### config.mk
export PLATFORM = sky130hd
export DESIGN_NAME = or1200_keccak_seq
export DESIGN_NICKNAME = d
export VERILOG_FILES = /design/src/rtl/or1200_keccak_pkg.sv /design/src/rtl/or1200_keccak_digest_mux.sv /design/src/rtl/or1200_keccak_seq.sv
export SDC_FILE = /design/constraint.sdc
export NUM_CORES = 1
export LEC_CHECK = 0
export ABC_AREA = 1
export CORE_MARGIN = 2
export CORE_UTILIZATION = 35
export CTS_BUF_LIST = sky130_fd_sc_hd__clkbuf_4
export DETAILED_ROUTE_END_ITERATION = 6
export PLACE_DENSITY_LB_ADDON = 0.3
export SLEW_MARGIN = 10
export SYNTH_ARGS = -nofsm -noshare
export SYNTH_HDL_FRONTEND = slang
export SYNTH_SLANG_ARGS = --single-unit
### constraint.sdc
create_clock -name clk -period 18.5 [get_ports clk]
set_clock_uncertainty 0.2 [all_clocks]
set_input_delay 2.775 -clock clk [delete_from_list [all_inputs] [get_ports clk]]
set_output_delay 2.775 -clock clk [all_outputs]
set_load 0.05 [all_outputs]
### src/rtl/or1200_keccak_pkg.sv
// Shared definitions for the OR1200 Keccak command sequencer.
// Contents: default widths, l.cust5 sub-opcodes, FSM state encoding.
package or1200_keccak_pkg;

   localparam int DW_DEF = 32;
   localparam int OW_DEF = 512;
   localparam int NW_DEF = OW_DEF / DW_DEF;

   // cust5_op sub-opcodes; every other value is illegal.
   localparam logic [4:0] OP_INIT   = 5'd0;
   localparam logic [4:0] OP_END    = 5'd1;
   localparam logic [4:0] OP_MIDDLE = 5'd2;
   localparam logic [4:0] OP_START  = 5'd4;
   localparam logic [4:0] OP_STORE  = 5'd8;

   typedef enum logic [2:0] {
      ST_IDLE        = 3'd0,
      ST_ABSORB      = 3'd1,
      ST_ABSORB_WAIT = 3'd2,
      ST_PERMUTE     = 3'd3,
      ST_DONE        = 3'd4
   } state_t;

endpackage

### src/rtl/or1200_keccak_digest_mux.sv
// Digest register with NW:1 word select.
// Ports:
//   clk, rst_n : clock, asynchronous active-low reset
//   clr        : clear the digest to zero
//   load       : capture d into the digest (clr has priority)
//   d          : full digest from the core
//   idx        : word index
//   word       : digest[DW*idx +: DW]
module or1200_keccak_digest_mux
   import or1200_keccak_pkg::*;
#(
   parameter int DW = DW_DEF,
   parameter int OW = OW_DEF,
   parameter int NW = OW / DW,
   parameter int IW = (NW > 1) ? $clog2(NW) : 1
) (
   input  logic          clk,
   input  logic          rst_n,
   input  logic          clr,
   input  logic          load,
   input  logic [OW-1:0] d,
   input  logic [IW-1:0] idx,
   output logic [DW-1:0] word
);

   logic [OW-1:0] digest;

   always_ff @(posedge clk or negedge rst_n) begin
      if (!rst_n) begin
         digest <= '0;
      end else if (clr) begin
         digest <= '0;
      end else if (load) begin
         digest <= d;
      end
   end

   assign word = digest[DW*idx +: DW];

endmodule

### src/rtl/or1200_keccak_seq.sv
// Keccak command sequencer: turns l.cust5 commands from the EX stage into
// a word stream for the Keccak core and serves digest words back.
// Ports:
//   clk, rst          : clock, asynchronous active-low reset (sync release)
//   cmd_valid/op/idx/data, cmd_ready, freeze_req : command side
//   k_init, k_in, k_in_valid, k_in_last, k_in_ready : core input side
//   k_out, k_out_valid : core digest and its one-cycle strobe
//   rd_data, rd_valid : STORE result and its one-cycle strobe
//   busy, err         : status; err is sticky until INIT
//   state_dbg, word_cnt : FSM state and handshake counter
//
// Handshake rule (both sides): a transfer happens on the rising edge where
// valid and ready are both 1. The producer keeps its payload stable while
// valid=1 and ready=0. cmd_ready is a decode of state and cmd_op and does
// not depend on cmd_valid.
module or1200_keccak_seq
   import or1200_keccak_pkg::*;
#(
   parameter int DW = DW_DEF,
   parameter int OW = OW_DEF,
   parameter int NW = OW / DW
) (
   input  logic          clk,
   input  logic          rst,
   input  logic          cmd_valid,
   input  logic [4:0]    cmd_op,
   input  logic [5:0]    cmd_idx,
   input  logic [DW-1:0] cmd_data,
   output logic          cmd_ready,
   output logic          freeze_req,
   output logic          k_init,
   output logic [DW-1:0] k_in,
   output logic          k_in_valid,
   output logic          k_in_last,
   input  logic          k_in_ready,
   input  logic [OW-1:0] k_out,
   input  logic          k_out_valid,
   output logic [DW-1:0] rd_data,
   output logic          rd_valid,
   output logic          busy,
   output logic          err,
   output state_t        state_dbg,
   output logic [7:0]    word_cnt
);

   localparam int IW = (NW > 1) ? $clog2(NW) : 1;

   state_t        state;
   logic          rst_meta;
   logic          rst_n_sync;
   logic          accept;
   logic          dig_clr;
   logic          dig_load;
   logic [DW-1:0] dig_word;
   logic          unused_idx;

   // Reset asserts asynchronously, releases two clocks later.
   always_ff @(posedge clk or negedge rst) begin
      if (!rst) begin
         rst_meta   <= 1'b0;
         rst_n_sync <= 1'b0;
      end else begin
         rst_meta   <= 1'b1;
         rst_n_sync <= rst_meta;
      end
   end

   // While a word is waiting on the core only INIT (abort) and STORE can be
   // taken; nothing is taken during the permutation.
   always_comb begin
      cmd_ready = 1'b1;
      case (state)
         ST_ABSORB_WAIT: cmd_ready = (cmd_op == OP_INIT) || (cmd_op == OP_STORE);
         ST_PERMUTE:     cmd_ready = 1'b0;
         default:        cmd_ready = 1'b1;
      endcase
   end

   assign accept     = cmd_valid & cmd_ready;
   assign freeze_req = cmd_valid & ~cmd_ready;
   assign busy       = (state == ST_ABSORB_WAIT) || (state == ST_PERMUTE);
   assign state_dbg  = state;
   assign dig_clr    = accept && (cmd_op == OP_INIT);
   assign dig_load   = (state == ST_PERMUTE) && k_out_valid;
   assign unused_idx = ^cmd_idx[5:IW];

   or1200_keccak_digest_mux #(
      .DW (DW),
      .OW (OW),
      .NW (NW),
      .IW (IW)
   ) u_digest (
      .clk   (clk),
      .rst_n (rst_n_sync),
      .clr   (dig_clr),
      .load  (dig_load),
      .d     (k_out),
      .idx   (cmd_idx[IW-1:0]),
      .word  (dig_word)
   );

   always_ff @(posedge clk or negedge rst_n_sync) begin
      if (!rst_n_sync) begin
         state      <= ST_IDLE;
         k_init     <= 1'b0;
         k_in       <= '0;
         k_in_valid <= 1'b0;
         k_in_last  <= 1'b0;
         rd_data    <= '0;
         rd_valid   <= 1'b0;
         err        <= 1'b0;
         word_cnt   <= 8'd0;
      end else begin
         k_init   <= 1'b0;
         rd_valid <= 1'b0;

         if (state == ST_ABSORB_WAIT && k_in_valid && k_in_ready) begin
            k_in_valid <= 1'b0;
            if (word_cnt != 8'hFF) word_cnt <= word_cnt + 8'd1;
            state <= k_in_last ? ST_PERMUTE : ST_ABSORB;
         end

         if (dig_load) state <= ST_DONE;

         // Command handling comes last so an INIT abort overrides a core
         // handshake completing in the same cycle.
         if (accept) begin
            case (cmd_op)
               OP_INIT: begin
                  k_init     <= 1'b1;
                  k_in_valid <= 1'b0;
                  k_in_last  <= 1'b0;
                  word_cnt   <= 8'd0;
                  err        <= 1'b0;
                  state      <= ST_IDLE;
               end
               OP_START: begin
                  if (state == ST_IDLE || state == ST_DONE) begin
                     k_in       <= cmd_data;
                     k_in_valid <= 1'b1;
                     k_in_last  <= 1'b0;
                     word_cnt   <= 8'd0;
                     state      <= ST_ABSORB_WAIT;
                  end else begin
                     err <= 1'b1;
                  end
               end
               OP_MIDDLE, OP_END: begin
                  if (state == ST_ABSORB) begin
                     k_in       <= cmd_data;
                     k_in_valid <= 1'b1;
                     k_in_last  <= (cmd_op == OP_END);
                     state      <= ST_ABSORB_WAIT;
                  end else begin
                     err <= 1'b1;
                  end
               end
               OP_STORE: begin
                  rd_valid <= 1'b1;
                  if (state == ST_DONE) begin
                     rd_data <= dig_word;
                  end else begin
                     rd_data <= '0;
                     err     <= 1'b1;
                  end
               end
               default: err <= 1'b1;
            endcase
         end
      end
   end

endmodule

Word level (Yosys, flattened, before mapping)
Cells that the tools add are included.
{"block": "word_totals", "ram_bits": 0, "reg_bits": 594, "word_cells": 83, "mem_bits_ro": 0, "memories": 0, "out_inout_bits": 83, "latchBits": 0, "input_bits": 560}
{"block": "op_classes", "n_reduce_logical": 17, "n_mux": 35, "mul": 0, "n_shift": 1, "order_cmp": 0, "div_mod_pow": 0, "bitwise": 3, "n_addsub": 1, "n_eq_ne": 14}
{"op": "2-to-1 mux 512 bit", "n": 2}
{"op": "variable part select 512 x 10 -> 32 bit", "n": 1}
{"op": "2-to-1 mux 32 bit", "n": 3}
{"op": "case mux 32 bit (2 select lines)", "n": 1}
{"op": "2-to-1 mux 8 bit", "n": 4}
{"op": "case mux 8 bit (2 select lines)", "n": 1}
{"op": "2-to-1 mux 3 bit", "n": 5}
{"op": "2-to-1 mux 1 bit", "n": 13}
{"op": "AND reduction 4 bit", "n": 3}
{"op": "!= test 2 bit, second input constant", "n": 5}
{"op": "case mux 3 bit (3 select lines)", "n": 1}
{"op": "adder 8 x 1 -> 8 bit, second input constant", "n": 1}
{"op": "!= test 8 bit, second input constant", "n": 1}
{"op": "== test 3 x 2 -> 1 bit, second input constant", "n": 2}
{"op": "case mux 1 bit (3 select lines)", "n": 2}
{"op": "== test 5 x 1 -> 1 bit, second input constant", "n": 1}
{"op": "== test 5 x 2 -> 1 bit, second input constant", "n": 1}
{"op": "== test 5 x 3 -> 1 bit, second input constant", "n": 1}
{"op": "== test 5 x 4 -> 1 bit, second input constant", "n": 1}
{"op": "zero test 5 bit", "n": 1}
{"op": "logical AND 1 bit", "n": 4}
{"op": "case mux 1 bit (4 select lines)", "n": 1}
{"op": "nonzero test 2 bit", "n": 2}
{"op": "== test 3 x 1 -> 1 bit, second input constant", "n": 1}
{"op": "other kinds (10)", "n": 13}

Logic depth before layout (Yosys ltp)
Gate-level depths: netlist of run 1.
{"block": "depth", "ltp_word": 8, "mapped_depth": 11, "ltp_nobuf": 10}

Modules after synthesis
From an unflattened synthesis of run 1, not the netlist that was laid out.
{"block": "hier_totals", "cells_unflattened": 3754, "area_unflattened_um2": 30937.2}
{"mod": "or1200_keccak_digest_mux", "instances": 1, "area_each_um2": 27261.1, "cells_per_inst": 3321, "seq_area_each_um2": 12812.3}
{"mod": "or1200_keccak_seq", "instances": 1, "area_each_um2": 3676.0, "cells_per_inst": 433, "seq_area_each_um2": 2052.0}

Worst setup path before layout of run 1
OpenSTA, ideal clock, no wires.
{"block": "synth_timing", "kind": "input-to-output", "startpoint": "input port cmd_op[2]", "endpoint": "output port freeze_req", "arrival_time_ps": 3892, "required_time_ps": 15525, "slack_ps": 11633, "path_stages": 4, "n_path_buf": 0, "path_cell_list": "nor2_1 > nand3_1 > nand2_2 > nor2_1"}
{"block": "synth_between", "elab_chain_len": 5, "word_cells_on_any_way": 6, "classes_between": "1 x eq/ne; 1 x mux; 2 x bitwise; 2 x reduce/logical"}
{"item": "from (decl)", "line_no": "or1200_keccak_seq.sv:26", "rtl": "input logic [4:0] cmd_op,"}
{"item": "== test 5 x 4 -> 1 bit / zero test 5 bit (equally long branches)", "line_no": "or1200_keccak_seq.sv:73", "rtl": "ST_ABSORB_WAIT: cmd_ready = (cmd_op == OP_INIT) || (cmd_op == OP_STORE);"}
{"item": "logical OR 1 bit (*)", "line_no": "or1200_keccak_seq.sv:73"}
{"item": "case mux 1 bit (2 select lines) (*)", "line_no": "or1200_keccak_seq.sv:72", "rtl": "case (state)"}
{"item": "net cmd_ready", "line_no": "or1200_keccak_seq.sv:29", "rtl": "output logic cmd_ready,"}
{"item": "inverter 1 bit (*)", "line_no": "or1200_keccak_seq.sv:80", "rtl": "assign freeze_req = cmd_valid & ~cmd_ready;"}
{"item": "bitwise AND 1 bit (*)", "line_no": "or1200_keccak_seq.sv:80"}
{"item": "to (decl)", "line_no": "or1200_keccak_seq.sv:30", "rtl": "output logic freeze_req,"}
The timed path passes the listed nets; every way through them passes the cells marked *.

Worst setup path in the final report of run 1
{"block": "layout_timing", "startpoint": "input port cmd_op[0]", "endpoint": "output port freeze_req"}
{"block": "layout_between", "elab_chain_len": 5, "word_cells_on_any_way": 6, "classes_between": "1 x eq/ne; 1 x mux; 2 x bitwise; 2 x reduce/logical"}
{"item": "== test 5 x 4 -> 1 bit / zero test 5 bit (equally long branches)", "line_no": "or1200_keccak_seq.sv:73"}
{"item": "logical OR 1 bit (*)", "line_no": "or1200_keccak_seq.sv:73"}
{"item": "case mux 1 bit (2 select lines) (*)", "line_no": "or1200_keccak_seq.sv:72"}
{"item": "inverter 1 bit (*)", "line_no": "or1200_keccak_seq.sv:80"}
{"item": "bitwise AND 1 bit (*)", "line_no": "or1200_keccak_seq.sv:80"}
Mark *: on every way between the ends. The rest lies on a longest branch, timed or not.

==> summary.txt, run 1 <==
Synthesis
  – Synth Flop Type: dfrtp_1
  – Leading area contributor after synthesis: dfrtp_1
  – Mapped Avg Cell Area: just under 7 sq um
  – Top cells by area, synth: dfrtp_1 (46%), nand2_1 (21%), inv_1 (11%)
  – Number of synthesized flops with an enable pin: 0
  – Synth Instances: about 4,800
  – Area share of the largest cell type after synthesis: about 46%
  – Synth top cells by count: nand2_1 (1,803), inv_1 (981), dfrtp_1 (594), o21ai_0 (481), nand3_1 (470)
  – Post-Synthesis Net Count: 5,339
  – Synth warn: 0
  – Seq/Total Area, Yosys: a little under half
  – Yosys cell types: 24
  – Most frequent cell after synthesis: nand2_1
  – Seq cells post-synth: 594
  – Ys async rst share: between 90% and 100%
  – Mapped Area: 32,200 sq um

Power
  – PD cells: between 100 and 150 nW/um^2
  – Logic pwr share: about two fifths
  – Internal power: roughly 0.0033 W
  – Maximum VDD drop: approximately 0.000055 V
  – Power share of the sequential group: between 30% and 40%
  – Switch share: roughly two fifths
  – Sw Pwr: 0.00220 W
  – Leakage power: 22.6 nW
  – Clock group share of total power: between 20% and 30%
  – Pwr Total: 0.00552 W

Floorplanning
  – Die W: 307 um
  – Area of the die: about 94,000 sq um
  – Rows: about 110
  – Area of the core: roughly 91,000 sq um
  – Top-level port count: roughly 640
  – Die height: 307 um
  – Initial Util: 35.3%

Critical path
  – Reg2reg setup slack: 14.28 ns
  – Crit path capture: freeze_req
  – CP required: 15.53 ns
  – CP startpoint: cmd_op[0]
  – Worst R2R End: u_digest.digest[290]
  – Reg2Reg Depth: 9
  – CP Max Fanout: 4
  – Reg2Reg Launch Point: state_dbg[0]
  – Critical path launch point type: input pin
  – Crit Path Category: in2out
  – CP endpoint kind: output port
  – Crit path arrival time: roughly 4.5 ns

Global route
  – Largest net degree at the start of global routing: ~220
  – M2 GR Usage: between 40% and 50%
  – Gr ovfl total: 0
  – Initial antenna violation count: 22
  – Layer with the highest usage: met2
  – Global Route met3 Usage: between 5 and 6%
  – First-pass GRT wire length: 183,000 um
  – Met1 usage in global routing: between 30% and 40%
  – Vias in the first global route: between 20,000 and 30,000
  – Total GRT Usage: between 20% and 30%

STA
  – Slew HR: a little under a quarter
  – Final min period: between 7 and 8 ns
  – Final Hold Fails: 0
  – Max-slew violation count: 0
  – RSZ-0062 raised after global routing: no
  – Worst Tran Pin Value: about 1.2 ns
  – Fmax: between 100 and 150 MHz
  – Endpoints failing setup: 0
  – Final Cycle Share: between 40% and 50%
  – Hold WS: 0.164 ns
  – Setup tns final: 0 ns

Route
  – Vias/cell: ~4.7
  – Final wirelength: around 130,000 um
  – Via Count: between 30,000 and 40,000
  – Drt wl/cell: 18.9 um
  – Final antenna-violating net count: 0
  – Drt pass-1 iters: 6
  – Drt drc: 0
  – DRT iter0 DRCs: about 2,700

Hold path
  – WHS Path Cells: 0
  – Worst hold path class: reg2reg

Clocking
  – CTS tree: built
  – Clock-pin slew on the worst setup and hold paths: ~0.06 ns
  – Post_cts resized: 0
  – TritonCTS Sinks: 594
  – Cts bufs inserted: 173
  – Post-CTS setup buffers: 0
  – H-Tree Depth: 4
  – Skew-Pair Late Insertion Delay: 1.05 ns
  – Clk root buf: clkbuf_4
  – Clk buf depth: 3
  – CTS hold repair buffers: 0

Run
  – Max_cap viols: 0

Placed design
  – RD Place Congestion: slightly below 0.9
  – Placed Cells: about 6,400
  – DP HPWL: just under 90,000 um
  – # port buffers: 640

Cells and area
  – Layout cell share with drive strength beyond 1: 7.04%
  – Layout Nets: ~5,900
  – Area Overhead vs Synth: 27.8%
  – Non-filler cells, final: 6,650
  – # fillers: 9,369

Outcome
  – Status: completed
worst min-delay path by stage:
stage | startpoint | to | slack (ns)
6_report | rst_meta | rst_n_sync | 0.16
5_1_grt | rst_meta | rst_n_sync | 0.17
4_1_cts | rst_meta | rst_n_sync | 0.17
3_5_place_dp | rst_meta | rst_n_sync | 0.14
3_3_place_gp | rst_meta | rst_n_sync | 0.14
2_1_floorplan | rst_meta | rst_n_sync | 0.13
routing by layer:
metal	part of all wire [%]	vias to the layer above	wire, um
li1	-	15300	-
met2	49	1008	61800
met1	40	14400	49900
met3	6.4	226	8000
met5	0.088	-	111
met4	4.9	16	6150
worst max-delay path, stage by stage:
cell	delay, ns
clkdlybuf4s50_1	0.50
inv_1	0.09
nand3_1	0.13
nand2_2	0.10
nor2_1	0.09
clkdlybuf4s50_1	0.81
power groups by stage:
stage	Combinational [W]	Clock [W]	Sequential [W]
floorplan	0.00134	0	0.00228
global placement	0.00219	0	0.00206
detailed placement	0.00223	0	0.00208
CTS	0.00225	0.00126	0.00206
global route	0.00255	0.00133	0.00212
finish	0.00223	0.00122	0.00206
layout by cell type (no fill, tap or decap):
cell type | synthesis | final
nor2_4 | 3 | 4
dfrtp_1 | 594 | 593
nor2_1 | 19 | 18
bufinv_16 | 0 | 2
nand3_1 | 470 | 470
clkinv_1 | 0 | 29
clkinv_4 | 0 | 3
clkbuf_4 | 0 | 245
a21oi_1 | 8 | 8
clkinvlp_4 | 0 | 2
buf_8 | 0 | 1
nor3_1 | 2 | 2
ha_1 | 1 | 1
a21oi_2 | 1 | 1
o21ai_1 | 41 | 41
buf_2 | 125 | 1
clkdlybuf4s50_1 | 0 | 637
inv_2 | 76 | 78
inv_8 | 0 | 2
nand2_2 | 3 | 3
clkinv_2 | 0 | 1
nand3b_1 | 2 | 2
dfrtp_4 | 0 | 1
buf_4 | 28 | 33
buf_12 | 0 | 5
conb_1 | 1 | 1
o21ai_0 | 481 | 481
inv_4 | 0 | 1
nor2_2 | 1 | 1
diode_2 | 0 | 11
inv_1 | 981 | 979
nand4_1 | 3 | 3
o21bai_1 | 1 | 1
nand2_1 | 1803 | 1803
per-stage QoR:
stage	setup WS (ns)	instance area [sq um]	util (%)
after detailed placement	11.03	39100	42.8
after global placement	11.03	39100	42.8
after floorplan	0.518	32200	-
after global routing	10.95	41200	45.0
after CTS	11.02	41100	45.0
final	11.03	41200	45.0
kinds of logic after synthesis:
group           share of synthesized area, %
simple gates                            28.8
buf+inv                                 16.7
flops                                   46.1
compound gates                          8.28
fa+ha+maj                             0.0388
other cells                           0.0116
registers in the layout, indices dropped and copies added, names as in the netlist:
register / count
k_in_valid: 1
word_cnt: 8
err: 1
u_digest.digest: 512
rd_data: 32
k_init: 1
rst_meta: 1
state_dbg: 3
rst_n_sync: 1
k_in: 32
rd_valid: 1
k_in_last: 1
layout make-up:
type	count	area [sq um]	share of cell area, %
antenna	11	27.5	0.0669
clock buffer	245	1840	4.47
clock inverter	40	226	0.550
inverter	1057	3990	9.68
multi-input combinational	2840	12000	29.1
sequential	594	14900	36.1
tap	1186	1480	3.61
timing repair buffer	677	6740	16.4
Note: power is estimated with default switching activity, not from simulation.
==> run 2, diff against run 1 <==
clock period = 7.8 ns   (was 18.5 ns; I/O delays follow)
==> run 2 against run 1 <==
Wire length shrank 0.85%. First-iteration DRC count grew 13%. Global-route usage is essentially flat. Flip-flop and latch count is the same. Via count is essentially flat. Register-to-register slack lost 9.4 ns. Critical endpoint unchanged. Highest routed layer unchanged.
==> summary.txt, run 2 (synthesis gave the netlist of run 1 again) <==
Placed design
  – # port buffers: 640
  – DP HPWL: 87,200 um
  – Placement Cell Area: 39,100 sq um
  – RD Place Congestion: between 0.8 and 0.9

Critical path
  – CP Cell Sequence: clkdlybuf4s50_1, inv_1, nand3_1, nand2_2, nor2_1, clkdlybuf4s50_1
  – Worst path slowest cell: clkdlybuf4s50_1
  – Crit path arrival time: just under 3 ns
  – CP endpoint kind: output port
  – Crit Path Category: in2out
  – CP Max Fanout: 4
  – CP max stage delay: roughly 0.80 ns
  – Crit path top cell by count: clkdlybuf4s50_1
  – CP required: roughly 6.4 ns
  – Critical path launch point type: input pin

Power
  – Leakage power: ~23 nW
  – Clock group share of total power: 21.9%
  – Logic pwr share: between 40% and 50%
  – Switch share: 40.1%
  – PD cells: 317 nW/um^2
  – Sw Pwr: 0.00523 W
  – Internal power: between 0.007 and 0.008 W
  – Power share of the sequential group: a little under two fifths
  – Maximum VDD drop: 0.000118 V

Global route
  – First-pass GRT wire length: roughly 180,000 um
  – Largest net degree at the start of global routing: about 220
  – Initial antenna violation count: 23
  – Gr ovfl total: 0
  – Total GRT Usage: between 20% and 30%
  – Vias in the first global route: about 30,000

Run
  – Max_cap viols: 0

STA
  – Worst Tran Pin Value: between 1 and 1.5 ns
  – Slew HR: 26.3%
  – Max-slew violation count: 0
  – Final Hold Fails: 0
  – Hold WS: around 0.14 ns
  – Final min period: between 4 and 5 ns
  – Endpoints failing setup: 0
  – Setup tns final: 0 ns
  – Fmax: ~230 MHz
  – RSZ-0062 raised after global routing: no
  – Final Cycle Share: a little over half

Clocking
  – Clock-pin slew on the worst setup and hold paths: approximately 0.06 ns
  – Clk buf depth: 3
  – Skew-Pair Late Insertion Delay: approximately 1.1 ns
  – Cts bufs inserted: ~170
  – H-Tree Depth: 4
  – TritonCTS Sinks: roughly 600
  – CTS tree: built
  – Clk root buf: clkbuf_4

Route
  – Final wirelength: 125,000 um
  – Final antenna-violating net count: 0
  – Vias/cell: around 4.7
  – Via Count: 31,000
  – Drt drc: 0
  – Drt pass-1 iters: 6
  – DRT iter0 DRCs: about 3,000
  – Drt wl/cell: roughly 19 um

Outcome
  – Status: completed

Cells and area
  – Largest register FFs: between 500 and 600
  – Commonest non-fill, non-tap cell in the layout: nand2_1
  – Post-route cell area: just over 40,000 sq um
  – Largest regs: u_digest.digest: 512 flops, k_in: 32 flops, rd_data: 32 flops
  – Most frequent cells in the layout: nand2_1 (1,803), inv_1 (979), clkdlybuf4s50_1 (637), dfrtp_1 (593), o21ai_0 (481)
  – Layout Nets: between 5,000 and 6,000
  – Reg with most FFs: u_digest.digest
  – Layout cell share with drive strength beyond 1: under 10%
  – Area Overhead vs Synth: 27.9%

Floorplanning
  – Initial Util: roughly a third
  – Die height: roughly 310 um
  – Area of the die: around 94,000 sq um
  – Rows: between 100 and 150
  – Area of the core: about 91,000 sq um
  – Die W: 307 um
  – Top-level port count: ~640

Hold path
  – Worst hold path class: reg2reg
run 2: cell count changes in the layout (fill, tap and decap cells not counted):
cell,change
buf_4,-2
clkinv_1,-10
clkbuf_4,+7
clkinv_4,-1
inv_2,-1
diode_2,+2
buf_12,+4
clkinvlp_4,+2
bufinv_16,-2
dlygate4sd3_1,+1
run 2: per-layer routing:
metal / track usage (%) / part of all wire (%)
met1: 31.0 / 40
met2: 44.3 / 49
met3: 5.80 / 6.7
met4: 12.8 / 4.8
met5: 0 / 0.089
run 2: through the flow:
| stage | std cells | utilization, % | worst slack (ns) | power, W |
|---|---|---|---|---|
| after CTS | 6637 | 45.0 | 3.52 | 0.0132 |
| after floorplan | 4778 | - | 1.84 | 0.00856 |
| final | 6650 | 45.1 | 3.54 | 0.0131 |
| after global routing | 6646 | 45.1 | 3.47 | 0.0142 |
| after global placement | 6356 | 42.8 | 3.50 | 0.0101 |
| after detailed placement | 6356 | 42.8 | 3.50 | 0.0103 |
run 2: repair_timing:
| action | CTS | global route |
|---|---|---|
| endpoints found under the hold margin | 2 | 0 |
| buffers inserted | 0 | 0 |
| hold buffers | 1 | 0 |
| resized for setup | 0 | 0 |
run 2: worst paths after layout:
kind	startpoint	endpoint	slack (ns)	cells past startpoint
setup / recovery	cmd_op[0]	freeze_req	3.54	6
hold / removal	rst_meta	rst_n_sync	0.14	0
setup reg to reg	state_dbg[2]	u_digest.digest[44]	4.85	10
hold reg to reg	rst_meta	rst_n_sync	0.14	0
max in group asynchronous	rst_n_sync	u_digest.digest[115]	5.26	2
min in group asynchronous	rst_n_sync	u_digest.digest[269]	0.17	0
run 2: cell type report:
cell class	instances	area (sq um)
fill	9432	50200
antenna	13	32.5
multi-input combinational	2840	12000
clock buffer	252	1890
sequential	594	14900
inverter	1057	3990
tap	1186	1480
clock inverter	28	131
timing repair buffer	680	6820
run 2: worst max-delay path, delay by kind of cell:
family / cells / cell delay, ns
buf+inv: 3 / 1.39
simple gates: 3 / 0.33
run 2: power by group through the flow:
| stage | clock [W] | sequential, W | combinational (W) |
|---|---|---|---|
| final | 0.00286 | 0.00490 | 0.00531 |
| after detailed placement | 0 | 0.00495 | 0.00531 |
| after floorplan | 0 | 0.00538 | 0.00318 |
| after CTS | 0.00295 | 0.00490 | 0.00536 |
| after global placement | 0 | 0.00490 | 0.00520 |
| after global routing | 0.00311 | 0.00503 | 0.00610 |
